### config.mk
export PLATFORM = sky130hd
export DESIGN_NAME = tft_pattern_gen_flat
export DESIGN_NICKNAME = d
export VERILOG_FILES = /design/src/rtl/tft_pattern_gen_if.sv /design/src/rtl/tft_pattern_gen.sv /design/src/flat_wrapper.sv
export SDC_FILE = /design/constraint.sdc
export NUM_CORES = 1
export LEC_CHECK = 0
export BUFFER_PORTS_ARGS = -buffer_cell sky130_fd_sc_hd__buf_2
export CORE_UTILIZATION = 50
export CTS_CLUSTER_SIZE = 16
export DETAILED_ROUTE_END_ITERATION = 8
export PLACE_DENSITY = 0.77
export SYNTH_ARGS = -nofsm -noshare
export SYNTH_HDL_FRONTEND = slang
export SYNTH_SLANG_ARGS = --single-unit
### constraint.sdc
create_clock -name tft_clk -period 5.6 [get_ports tft_clk]
set_clock_uncertainty 0.15 [all_clocks]
set_input_delay 0.28 -clock tft_clk [delete_from_list [all_inputs] [get_ports tft_clk]]
set_output_delay 0.28 -clock tft_clk [all_outputs]
set_load 0.03 [all_outputs]
### src/rtl/tft_pattern_gen_if.sv
// Video-side bundle of the TFT pattern generator: run controls in, panel timing and pixels out.
// master = generator, slave = panel / test side.
interface tft_pattern_gen_if #(
  parameter int CNT_W = 11
);
  logic             en;
  logic [1:0]       mode_sel;
  logic [15:0]      solid_color;
  logic [15:0]      rgb;
  logic             hsync;
  logic             vsync;
  logic             tft_de;
  logic             tft_bl;
  logic [CNT_W-1:0] pix_x;
  logic [CNT_W-1:0] pix_y;
  logic             frame_start;

  modport master (
    input  en, mode_sel, solid_color,
    output rgb, hsync, vsync, tft_de, tft_bl, pix_x, pix_y, frame_start
  );
  modport slave (
    output en, mode_sel, solid_color,
    input  rgb, hsync, vsync, tft_de, tft_bl, pix_x, pix_y, frame_start
  );
endinterface

### src/rtl/tft_pattern_gen.sv
// Parametrised TFT timing generator with colorbar / checker / gray ramp / solid patterns.
// Optional macro TFT_SCROLL_EN: colorbars scroll left one pixel per frame.
module tft_pattern_gen #(
  parameter int H_SYNC     = 41,
  parameter int H_BACK     = 2,
  parameter int H_VALID    = 480,
  parameter int H_FRONT    = 2,
  parameter int V_SYNC     = 10,
  parameter int V_BACK     = 2,
  parameter int V_VALID    = 272,
  parameter int V_FRONT    = 2,
  parameter int CNT_W      = 11,
  parameter int CHECK_LOG2 = 5
) (
  input  logic               tft_clk,
  input  logic               sys_rst,
  tft_pattern_gen_if.master  vif
);
  localparam int H_TOTAL = H_SYNC + H_BACK + H_VALID + H_FRONT;
  localparam int V_TOTAL = V_SYNC + V_BACK + V_VALID + V_FRONT;

  localparam logic [CNT_W-1:0] H_LAST = CNT_W'(H_TOTAL - 1);
  localparam logic [CNT_W-1:0] V_LAST = CNT_W'(V_TOTAL - 1);
  localparam logic [CNT_W-1:0] H_SW   = CNT_W'(H_SYNC);
  localparam logic [CNT_W-1:0] V_SW   = CNT_W'(V_SYNC);
  localparam logic [CNT_W-1:0] H_ACT0 = CNT_W'(H_SYNC + H_BACK);
  localparam logic [CNT_W-1:0] H_ACT1 = CNT_W'(H_SYNC + H_BACK + H_VALID);
  localparam logic [CNT_W-1:0] V_ACT0 = CNT_W'(V_SYNC + V_BACK);
  localparam logic [CNT_W-1:0] V_ACT1 = CNT_W'(V_SYNC + V_BACK + V_VALID);
  localparam logic [CNT_W-1:0] BAR_W  = CNT_W'(H_VALID / 8);

  logic [CNT_W-1:0] cnt_h, cnt_v;
  logic [1:0]       sh_mode;
  logic [15:0]      sh_color;
  logic [15:0]      frame_cnt;

  logic             bound, active;
  logic [CNT_W-1:0] x, y, bx;
  logic [1:0]       eff_mode;
  logic [15:0]      eff_color, eff_fcnt, pat;
  logic [2:0]       bar;

  // On the boundary cycle the freshly sampled controls apply immediately, so the
  // frame being started never sees the previous frame's settings.
  always_comb begin
    bound     = (cnt_h == '0) && (cnt_v == '0);
    active    = (cnt_h >= H_ACT0) && (cnt_h < H_ACT1) && (cnt_v >= V_ACT0) && (cnt_v < V_ACT1);
    x         = active ? cnt_h - H_ACT0 : '0;
    y         = active ? cnt_v - V_ACT0 : '0;
    eff_mode  = bound ? vif.mode_sel    : sh_mode;
    eff_color = bound ? vif.solid_color : sh_color;
    eff_fcnt  = bound ? frame_cnt + 16'd1 : frame_cnt;
`ifdef TFT_SCROLL_EN
    bx = CNT_W'((17'(x) + 17'(eff_fcnt)) % 17'(H_VALID));
`else
    bx = x;
`endif
    bar = 3'(bx / BAR_W);
    pat = 16'h0000;
    case (eff_mode)
      2'd0: case (bar)
        3'd0: pat = 16'hFFFF;
        3'd1: pat = 16'hFFE0;
        3'd2: pat = 16'h07FF;
        3'd3: pat = 16'h07E0;
        3'd4: pat = 16'hF81F;
        3'd5: pat = 16'hF800;
        3'd6: pat = 16'h001F;
        default: pat = 16'h0000;
      endcase
      2'd1: pat = (x[CHECK_LOG2] ^ y[CHECK_LOG2]) ? 16'hFFFF : 16'h0000;
      2'd2: pat = {x[4:0], x[4:0], 1'b0, x[4:0]};
      default: pat = eff_color;
    endcase
  end

  always_ff @(posedge tft_clk) begin
    if (sys_rst) begin
      cnt_h           <= '0;
      cnt_v           <= '0;
      sh_mode         <= '0;
      sh_color        <= '0;
      frame_cnt       <= '0;
      vif.rgb         <= '0;
      vif.hsync       <= 1'b0;
      vif.vsync       <= 1'b0;
      vif.tft_de      <= 1'b0;
      vif.tft_bl      <= 1'b0;
      vif.pix_x       <= '0;
      vif.pix_y       <= '0;
      vif.frame_start <= 1'b0;
    end else if (!vif.en) begin
      cnt_h           <= '0;
      cnt_v           <= '0;
      vif.rgb         <= '0;
      vif.hsync       <= 1'b0;
      vif.vsync       <= 1'b0;
      vif.tft_de      <= 1'b0;
      vif.tft_bl      <= 1'b0;
      vif.pix_x       <= '0;
      vif.pix_y       <= '0;
      vif.frame_start <= 1'b0;
    end else begin
      if (cnt_h == H_LAST) begin
        cnt_h <= '0;
        cnt_v <= (cnt_v == V_LAST) ? '0 : cnt_v + 1'b1;
      end else begin
        cnt_h <= cnt_h + 1'b1;
      end
      if (bound) begin
        sh_mode   <= vif.mode_sel;
        sh_color  <= vif.solid_color;
        frame_cnt <= eff_fcnt;
      end
      vif.rgb         <= active ? pat : 16'h0000;
      vif.hsync       <= cnt_h < H_SW;
      vif.vsync       <= cnt_v < V_SW;
      vif.tft_de      <= active;
      vif.tft_bl      <= 1'b1;
      vif.pix_x       <= x;
      vif.pix_y       <= y;
      vif.frame_start <= bound;
    end
  end
endmodule

### src/flat_wrapper.sv
// flat-port wrapper written by rule: the top's interface ports become plain ports
module tft_pattern_gen_flat 
#(
  parameter int H_SYNC     = 41,
  parameter int H_BACK     = 2,
  parameter int H_VALID    = 480,
  parameter int H_FRONT    = 2,
  parameter int V_SYNC     = 10,
  parameter int V_BACK     = 2,
  parameter int V_VALID    = 272,
  parameter int V_FRONT    = 2,
  parameter int CNT_W      = 11,
  parameter int CHECK_LOG2 = 5
)
  (tft_clk, sys_rst, vif_en, vif_mode_sel, vif_solid_color, vif_rgb, vif_hsync, vif_vsync, vif_tft_de, vif_tft_bl, vif_pix_x, vif_pix_y, vif_frame_start);
  tft_pattern_gen_if #(.CNT_W(CNT_W)) vif_i ();
  input  logic tft_clk;
  input  logic sys_rst;
  input wire logic [$bits(vif_i.en)-1:0] vif_en;
  input wire logic [$bits(vif_i.mode_sel)-1:0] vif_mode_sel;
  input wire logic [$bits(vif_i.solid_color)-1:0] vif_solid_color;
  output wire logic [$bits(vif_i.rgb)-1:0] vif_rgb;
  output wire logic [$bits(vif_i.hsync)-1:0] vif_hsync;
  output wire logic [$bits(vif_i.vsync)-1:0] vif_vsync;
  output wire logic [$bits(vif_i.tft_de)-1:0] vif_tft_de;
  output wire logic [$bits(vif_i.tft_bl)-1:0] vif_tft_bl;
  output wire logic [$bits(vif_i.pix_x)-1:0] vif_pix_x;
  output wire logic [$bits(vif_i.pix_y)-1:0] vif_pix_y;
  output wire logic [$bits(vif_i.frame_start)-1:0] vif_frame_start;
  assign vif_i.en = vif_en;
  assign vif_i.mode_sel = vif_mode_sel;
  assign vif_i.solid_color = vif_solid_color;
  assign vif_rgb = vif_i.rgb;
  assign vif_hsync = vif_i.hsync;
  assign vif_vsync = vif_i.vsync;
  assign vif_tft_de = vif_i.tft_de;
  assign vif_tft_bl = vif_i.tft_bl;
  assign vif_pix_x = vif_i.pix_x;
  assign vif_pix_y = vif_i.pix_y;
  assign vif_frame_start = vif_i.frame_start;
  tft_pattern_gen #(.H_SYNC(H_SYNC), .H_BACK(H_BACK), .H_VALID(H_VALID), .H_FRONT(H_FRONT), .V_SYNC(V_SYNC), .V_BACK(V_BACK), .V_VALID(V_VALID), .V_FRONT(V_FRONT), .CNT_W(CNT_W), .CHECK_LOG2(CHECK_LOG2)) u_core (.tft_clk(tft_clk), .sys_rst(sys_rst), .vif(vif_i));
endmodule
==> results of run 1 <==
[sequential cells by signal, indices dropped and copies added (netlist names)]
name / cells
u_core.vif.pix_y: 11
u_core.vif.rgb: 16
u_core.vif.frame_start: 1
u_core.vif.hsync: 1
u_core.cnt_h: 11
u_core.vif.tft_de: 1
u_core.cnt_v: 11
u_core.vif.tft_bl: 1
u_core.sh_mode: 2
u_core.vif.pix_x: 11
u_core.vif.vsync: 1
u_core.sh_color: 16
[kinds of logic after synthesis]
group / count (synthesis)
simple gates: 192
flops: 83
compound gates: 82
buf+inv: 44
xor+xnor: 35
mux: 23
fa+ha+maj: 7
[per-layer routing]
metal / track usage / up-vias
met5: 0 / -
met4: 0.06538 / 0
met3: 0.04926 / 11
met2: 0.3568 / 104
met1: 0.3084 / 1598
li1: - / 1715
[through the flow]
stage | hold WS [ns] | utilization | power [µW] | setup slack [ns]
floorplan | 0.2256 | - | 678.7 | 2.766
global placement | 0.2913 | 0.5592 | 701.3 | 1.922
detailed placement | 0.2956 | 0.5592 | 702.6 | 1.783
CTS | 0.001431 | 0.5893 | 1191 | 1.746
global route | 0.007890 | 0.5893 | 1222 | 1.452
finish | 0.01263 | 0.5893 | 1184 | 1.655
[area by class of cell]
type,count,area [µm²],area share
multi-input cells,339,2235,0.4832
well taps,102,127.6,0.02760
inverters,13,48.80,0.01055
clock buffers,11,151.4,0.03274
clock inverters,5,85.08,0.01840
flip-flops and latches,83,1662,0.3593
repair buffers,63,315.3,0.06818
[Yosys cell counts (all sizes together) (2+ instances only)]
master,n,area [µm²]
a2111oi,2,36.29
a211o,3,27.53
a211oi,8,60.06
a21boi,6,45.04
a21o,3,22.52
a21oi,23,115.1
a221oi,10,87.58
and2,8,50.05
and3,8,50.05
and4,2,17.52
buf,15,100.1
clkbuf,16,60.06
dfxtp,83,1662
ha,7,87.58
inv,12,45.04
mux2,2,30.03
mux2i,21,214.0
nand2,55,206.5
nand2b,7,43.79
nand3,15,75.07
nand3b,3,22.52
nand4,6,37.54
nor2,56,217.7
nor3,10,61.31
nor4,5,52.55
nor4bb,2,20.02
o2111ai,4,41.29
o211ai,2,15.01
o21a,3,22.52
o21ai,9,48.80
or3,4,30.03
or4,3,26.27
xnor2,23,201.4
xor2,11,96.34
[power by group]
part / switching (µW) / leakage [µW] / internal [µW]
Combinational: 53.3 / 0.00123 / 29.9
Sequential: 7.09 / 0.000673 / 600
Clock: 217 / 0.000116 / 277
[cell usage in the layout (no fill, tap or decap), types with 3 or more instances in the layout]
cell type,count
nand2_1,55
or3_1,3
dfxtp_1,83
nor4_1,3
nand3_1,15
a221oi_1,10
nor2_1,53
a211oi_1,8
nand2b_1,7
a21boi_1,4
clkbuf_8,11
and3_1,8
o21a_1,3
mux2i_1,20
a21o_1,3
a21oi_1,23
nor2_2,3
o21ai_0,6
o2111ai_1,3
inv_1,12
buf_2,63
nand4_1,6
ha_1,7
nor3_1,9
xor2_1,11
xnor2_1,23
and2_1,7
nand3b_1,3
[critical path: stages (launching register included)]
cell and delay, ns:
dfxtp_1 0.41, or3_4 0.46, nor4_2 0.34, and4_1 1.08, mux2i_1 0.60, o2111ai_1 0.40, a221oi_1 0.38
[final timing paths]
path	slack (ns)	end	start	cells past startpoint
setup / recovery	1.66	u_core.vif.rgb[13]	u_core.cnt_h[7]	6
hold / removal	0.01	u_core.sh_color[15]	vif_solid_color[15]	3
setup reg to reg	1.66	u_core.vif.rgb[13]	u_core.cnt_h[7]	6
hold reg to reg	0.31	u_core.sh_color[14]	u_core.sh_color[14]	2
==> out/metrics.cfg, run 1 <==
[synth]
synthCells = 466
seq_area_frac_synth = 0.4048
yosys_warnings = 0
synth_compound_area_frac = 0.1472
ys.flop_type = dfxtp_1
syn_avg_cell_area_um2 = 8.809
synth_top_family_by_area = simple AND/OR/NAND/NOR gates
syn_area_mm2 = 0.004105
synth_cell_types = 70
syn-num-nets = 494
yosys.area_share.simple = 0.2383
synth-edff-count = 0
synth_xor_area_frac = 0.07802
ys_async_sr_fraction = 0
yosys_register_bits = 83
synth_fa_ha_area_frac = 0.02133
synth_mux_area_frac = 0.05943

[die]
die-area_mm2 = 0.008577
die_x_um = 92.61
start_util = 0.5231
io_pins = 64
die_h_um = 92.61
fp-row-count = 32
coreArea_mm2 = 0.007848

[clock_tree]
clock_sinks = 83
cts_tree = done
cts_resized = 0
cts_inserted_buffers = 9
path_clk_slew_ns = 0.09
clk_latency_ns = 0.35
cts_root_buffer = clkbuf_8
postCtsSetupBuffers = 0
cts-htree-levels = 3
cts_hold_buf = 0
max-clock-path-buffers = 2

[power_and_ir_drop]
power.leakage_uw = 0.002019
peakVddDrop_mv = 0.1411
power.density_mw_per_mm2 = 256.0

[global_routing]
grt_max_degree = 37
grt_pass1_vias = 3167
grtUsageTotal = 0.2254
antenna_found_initial = 0
grt_overflow = 0
grt_pass1_wl_um = 15140

[critical_path]
worstPathArrival_ns = 4.03
required_ns = 5.69
start_kind = flip-flop
cp_max_fo = 23
critPathCaptureType = flip-flop
critical_path_class = flip-flop to flip-flop

[placed_design]
gp_congestion = 0.8640
dpl.cell_count = 600
placed_area_mm2 = 0.004388
numPortBuffers = 63
hpwl_um = 6635

[timing]
hold_violations = 0
rsz0062_at_grt = no
slew_violations = 0
tns_ns = 0
period_minus_slack_ns = 3.945
worst_pin_slew_ns = 1.211
timing.fmax_ghz = 0.2535
finalSetupViolCount = 0
timing.slew.headroom = 0.1930
post-route-period-util = 0.7044

[job]
cap_violations = 0

[drt]
ant_nets = 0
route.detailed.drc = 0
met3_length_um = 515
highest_layer = met4
viasPerCell = 5.565
route.met2.wl_um = 4303
drtIter0Drc = 239
vias = 3428
wirelength_um = 9143
wire_per_inst_um = 14.84
met1_length_um = 4211
firstDrtPassIters = 5

[final_layout]
drive_above_1_share = 0.1926
stdcell_area_mm2 = 0.004624
layoutNonFillerInstCount = 616
antenna_cells = 0
fill_cells = 712
nets = 537
syn_to_final_growth_pct = 12.65

[status]
outcome = completed

[hold_path]
hold_path.class = primary input to flip-flop

Power figures use the tool's default switching activity.
==> inputs of run 2 (changes only) <==
Clock period 5.6 ns to 3.87 ns, I/O delays scaled along.
==> out/metrics.cfg, run 2 (synthesis gave the netlist of run 1 again) <==
[status]
outcome = completed

[die]
coreArea_mm2 = 0.007848  ; unchanged
die_h_um = 92.61  ; unchanged
die_x_um = 92.61  ; unchanged
start_util = 0.5231  ; unchanged
fp-row-count = 32  ; unchanged
die-area_mm2 = 0.008577  ; unchanged
io_pins = 64  ; unchanged

[power_and_ir_drop]
power_uw = 1736  ; +47%
peakVddDrop_mv = 0.2038  ; +44%
power.leakage_uw = 0.002109  ; +4.5%
power.density_mw_per_mm2 = 359.8  ; +41%

[clock_tree]
clk_latency_ns = 0.36  ; about the same
cts_root_buffer = clkbuf_8
cts_tree = done
cts-htree-levels = 3  ; unchanged
postCtsSetupBuffers = 0  ; unchanged
max-clock-path-buffers = 2  ; unchanged
cts_inserted_buffers = 9  ; unchanged
clock_sinks = 83  ; unchanged
path_clk_slew_ns = 0.08  ; about the same

[drt]
ant_nets = 0  ; unchanged
firstDrtPassIters = 4  ; -1
wirelength_um = 9417  ; +3.0%
route.detailed.drc = 0  ; unchanged
viasPerCell = 5.542  ; -0.42%
wire_per_inst_um = 14.78  ; -0.40%
drtIter0Drc = 208  ; -13%
vias = 3530  ; +3.0%

[final_layout]
layout_common_cells = 83 x dfxtp_1, 63 x buf_2, 55 x nand2_1, 53 x nor2_1
antenna_cells = 0  ; unchanged
nets = 559  ; +4.1%
top_regs = u_core.sh_color x16, u_core.vif.rgb x16
final_common_cell = dfxtp_1
drive_above_1_share = 0.1907  ; -0.001953
syn_to_final_growth_pct = 17.56
fill_cells = 707  ; -0.70%

[timing]
worst_pin_slew_ns = 0.6743  ; -0.5363 ns
hold_violations = 0  ; unchanged
timing.fmax_ghz = 0.3029  ; +19%
finalSetupViolCount = 0  ; unchanged
timing.slew.headroom = 0.5475  ; +0.3545
rsz0062_at_grt = no
post-route-period-util = 0.8531  ; +0.1486
period_minus_slack_ns = 3.301  ; -0.6434 ns
slew_violations = 0  ; unchanged
tns_ns = 0  ; unchanged

[placed_design]
hpwl_um = 6747  ; +1.7%
numPortBuffers = 63  ; unchanged
gp_congestion = 0.8658  ; +0.21%

[critical_path]
r2r-end = u_core.vif.rgb[14]
rrSetupSlack_ns = 0.57  ; -1.09 ns
start_kind = flip-flop
critical_path_class = flip-flop to flip-flop
cp_max_fo = 17  ; -26%
reg2reg_from = u_core.cnt_h[5]
worstPathArrival_ns = 3.40  ; -0.63 ns
r2r_cells = 8  ; +2
critPathCaptureType = flip-flop
crit_chain = a21bo_2 -> a2111oi_0 -> nor2_1 -> nor2_2 -> mux2i_1 -> nand2b_1 -> o2111ai_1 -> a221oi_1
required_ns = 3.97  ; -1.72 ns
slowest_delay_ns = 0.70  ; -0.38 ns
slowest_stage = dfxtp_1

[hold_path]
min_from = sys_rst
hold_depth = 2  ; -1
hold_end = u_core.sh_color[1]
hold_path.class = primary input to flip-flop

[global_routing]
grtUsageTotal = 0.2307  ; +0.005296
grt_pass1_vias = 3227  ; +1.9%
grt_pass1_wl_um = 15550  ; +2.7%
grt_max_degree = 20  ; -46%
grt_overflow = 0  ; unchanged
antenna_found_initial = 0  ; unchanged

[job]
cap_violations = 0  ; unchanged

==> run 2: cell types whose count changed in the layout (fill, tap and decap cells not counted), sizes merged <==
cell / previous run / this run
dlygate4sd3: 0 / 17
buf: 63 / 68
bufinv: 2 / 3
clkbuf: 11 / 10
clkinv: 3 / 2
==> run 2: timing repair <==
action | 4_1_cts | 5_1_grt
setup endpoints to repair | 0 | 0
hold buffers | 17 | 0
endpoints found under the hold margin | 18 | 0
gates resized for setup | 0 | 0
==> run 2: layout make-up <==
cell class | count | area [µm²] | share of cell area
Multi-Input combinational cell | 339 | 2235 | 0.4631
Sequential cell | 83 | 1662 | 0.3443
Timing Repair Buffer | 85 | 523.0 | 0.1084
Clock buffer | 10 | 127.6 | 0.02645
Tap cell | 102 | 127.6 | 0.02645
Clock inverter | 5 | 102.6 | 0.02126
Inverter | 13 | 48.80 | 0.01011
==> run 2: report_power, final <==
part           leakage, µW  switching (µW)  internal, µW
Clock             0.000112             298           424
Combinational      0.00132            81.3          55.6
Sequential        0.000673            9.32           868
Total              0.00211             389          1350
==> run 2: worst max path at each step <==
stage | slack, ns | endpoint | start | cells after the start
floorplan | 1.04 | u_core.vif.rgb[11] | u_core.cnt_v[7] | 9
global placement | 0.70 | u_core.vif.rgb[3] | u_core.cnt_h[7] | 9
detailed placement | 0.60 | u_core.vif.rgb[12] | u_core.cnt_h[5] | 8
CTS | 0.58 | u_core.vif.rgb[12] | u_core.cnt_h[5] | 8
global route | 0.33 | u_core.vif.rgb[14] | u_core.cnt_h[5] | 8
finish | 0.57 | u_core.vif.rgb[14] | u_core.cnt_h[5] | 8
==> run 2: stage by stage <==
step	hold WS (ns)	std cells	utilization	area (µm²)	worst slack, ns
2_1_floorplan	0.1391	466	-	4105	1.036
3_3_place_gp	0.2903	605	0.5639	4425	0.7049
3_5_place_dp	0.2958	605	0.5639	4425	0.6050
4_1_cts	0.06899	637	0.6150	4826	0.5782
5_1_grt	0.1014	637	0.6150	4826	0.3267
6_report	0.06761	637	0.6150	4826	0.5687
==> run 2: worst max-delay path: cells and delay by family (launching register included) <==
kind | cells | cell delay, ns
multiplexers | 1 | 0.27
AND/OR/NAND/NOR | 3 | 0.57
AO/OA/AOI/OAI | 4 | 1.49
flip-flops | 1 | 0.70
==> run 2: per-layer routing <==
layer / track usage / vias up / wire, µm
li1: - / 1747 / -
met3: 0.04762 / 17 / 552
met1: 0.3120 / 1646 / 4293
met4: 0.08718 / 0 / 194
met5: 0 / - / 0
met2: 0.3617 / 120 / 4375
==> inputs of run 3 (changes only) <==
Clock period 3.87 ns to 3.9 ns, I/O delays scaled along.
==> out/metrics.cfg, run 3 (synthesis gave the netlist of run 1 again) <==
[status]
outcome = completed

[drt]
viasPerCell = 5.675  ; +2.4%
wire_per_inst_um = 15.34  ; +3.8%
ant_nets = 0  ; unchanged
vias = 3615  ; +2.4%
route.detailed.drc = 0  ; unchanged
firstDrtPassIters = 5  ; +1
wirelength_um = 9774  ; +3.8%
drtIter0Drc = 221  ; +6.3%

[global_routing]
antenna_found_initial = 0  ; unchanged
grt_max_degree = 20  ; unchanged
grt_pass1_wl_um = 15990  ; +2.9%
grt_pass1_vias = 3299  ; +2.2%
grt_overflow = 0  ; unchanged
grtUsageTotal = 0.2393  ; +0.008565

[timing]
hold_violations = 0  ; unchanged
tns_ns = 0  ; unchanged
rsz0062_at_grt = no
post-route-period-util = 0.8499  ; -0.003124
worst_pin_slew_ns = 0.6363  ; -0.03798 ns
slew_violations = 0  ; unchanged
period_minus_slack_ns = 3.315  ; +0.01341 ns
timing.slew.headroom = 0.5730  ; +0.02549
timing.fmax_ghz = 0.3017  ; -0.40%
finalSetupViolCount = 0  ; unchanged

[power_and_ir_drop]
power.density_mw_per_mm2 = 339.4  ; -5.7%
peakVddDrop_mv = 0.1852  ; -9.1%
power.leakage_uw = 0.002091  ; -0.89%

[clock_tree]
cts_hold_buf = 17  ; unchanged
postCtsSetupBuffers = 0  ; unchanged
max-clock-path-buffers = 2  ; unchanged
clk_latency_ns = 0.36  ; about the same
cts_root_buffer = clkbuf_8
cts_inserted_buffers = 9  ; unchanged
cts_tree = done
path_clk_slew_ns = 0.08  ; about the same
cts-htree-levels = 3  ; unchanged
cts_resized = 0  ; unchanged
clock_sinks = 83  ; unchanged

[die]
die_h_um = 92.61  ; unchanged
fp-row-count = 32  ; unchanged
io_pins = 64  ; unchanged
die_x_um = 92.61  ; unchanged
die-area_mm2 = 0.008577  ; unchanged
start_util = 0.5231  ; unchanged
coreArea_mm2 = 0.007848  ; unchanged

[final_layout]
multi_input_area_mm2 = 0.002235  ; unchanged
ff_latch_area_mm2 = 0.001662  ; unchanged
top_regs = u_core.sh_color x16, u_core.vif.rgb x16
nets = 558  ; -0.18%
antenna_cells = 0  ; unchanged
final_common_cell = dfxtp_1
drive_above_1_share = 0.1907  ; unchanged
syn_to_final_growth_pct = 16.49
fill_cells = 706  ; -0.14%
layout_common_cells = 83 x dfxtp_1, 63 x buf_2, 55 x nand2_1, 53 x nor2_1
layoutNonFillerInstCount = 637  ; unchanged

[job]
cap_violations = 0  ; unchanged

[placed_design]
numPortBuffers = 63  ; unchanged
gp_congestion = 0.8530  ; -1.5%
dpl.cell_count = 604  ; -0.17%
hpwl_um = 6726  ; -0.31%

[critical_path]
reg2reg_from = u_core.cnt_h[5]
crit_path_start = u_core.cnt_h[5]
critical-path-top-delay-family = compound AO/OA/AOI/OAI gates
rrSetupSlack_ns = 0.59  ; +0.02 ns
path_buf_inv = 0  ; unchanged
critical_path_class = flip-flop to flip-flop
required_ns = 4.00  ; +0.03 ns
worstPathArrival_ns = 3.42  ; +0.02 ns
slowest_stage = dfxtp_1
start_kind = flip-flop
crit_chain = a21bo_2 -> a2111oi_0 -> nor2_1 -> nor2_2 -> mux2i_1 -> nand2b_1 -> o2111ai_1 -> a221oi_1
critPathCaptureType = flip-flop
slowest_delay_ns = 0.71  ; about the same
cp_max_fo = 17  ; unchanged

[hold_path]
hold_path.class = primary input to flip-flop
min_from = sys_rst

==> run 3: changes by cell type in the layout (fill, tap and decap cells not counted) <==
cell,change
buf_4,-1
bufinv_16,-2
clkbuf_8,+1
clkinv_2,+2
==> run 3: layout make-up <==
type / instances / area share
sequential: 83 / 0.3475
clock buffer: 11 / 0.02957
multi-input combinational: 339 / 0.4673
inverter: 13 / 0.01020
tap: 102 / 0.02669
clock inverter: 5 / 0.01099
timing repair buffer: 84 / 0.1078
==> run 3: worst reg2reg max path, cell delays in order (launching register included) <==
cell and delay [ns]:
dfxtp_1 0.71, a21bo_2 0.30, a2111oi_0 0.56, nor2_1 0.17, nor2_2 0.26, mux2i_1 0.29
nand2b_1 0.14, o2111ai_1 0.25, a221oi_1 0.38
==> run 3: through the flow <==
step | hold WS (ns) | cell area, µm² | total power, µW | utilization | setup slack [ns]
finish | 0.07148 | 4782 | 1623 | 0.6094 | 0.5853
global route | 0.07964 | 4782 | 1688 | 0.6094 | 0.3387
CTS | 0.06229 | 4782 | 1633 | 0.6094 | 0.6395
detailed placement | 0.2980 | 4418 | 1011 | 0.5630 | 0.6773
global placement | 0.2908 | 4418 | 1009 | 0.5630 | 0.7019
floorplan | 0.1406 | 4105 | 974.6 | - | 1.066
==> run 3: worst paths after layout <==
check                        endpoint  depth (start not counted)
hold reg to reg    u_core.sh_color[3]                          2
setup / recovery   u_core.vif.rgb[11]                          8
hold / removal    u_core.sh_color[15]                          2
setup reg to reg   u_core.vif.rgb[11]                          8
==> run 3: power by group <==
| part | switching, µW | internal (µW) | leakage [µW] |
|---|---|---|---|
| registers | 9.61 | 862 | 0.000673 |
| clock network | 304 | 310 | 0.0000991 |
| logic | 82.1 | 55.2 | 0.00132 |
| total | 396 | 1230 | 0.00209 |
==> run 3: routing by layer <==
layer / wire length [µm] / vias up / track usage
met5: 0 / - / 0
met4: 243 / 0 / 0.08974
met3: 535 / 25 / 0.05665
met2: 4657 / 118 / 0.3815
met1: 4338 / 1724 / 0.3139
li1: - / 1748 / -
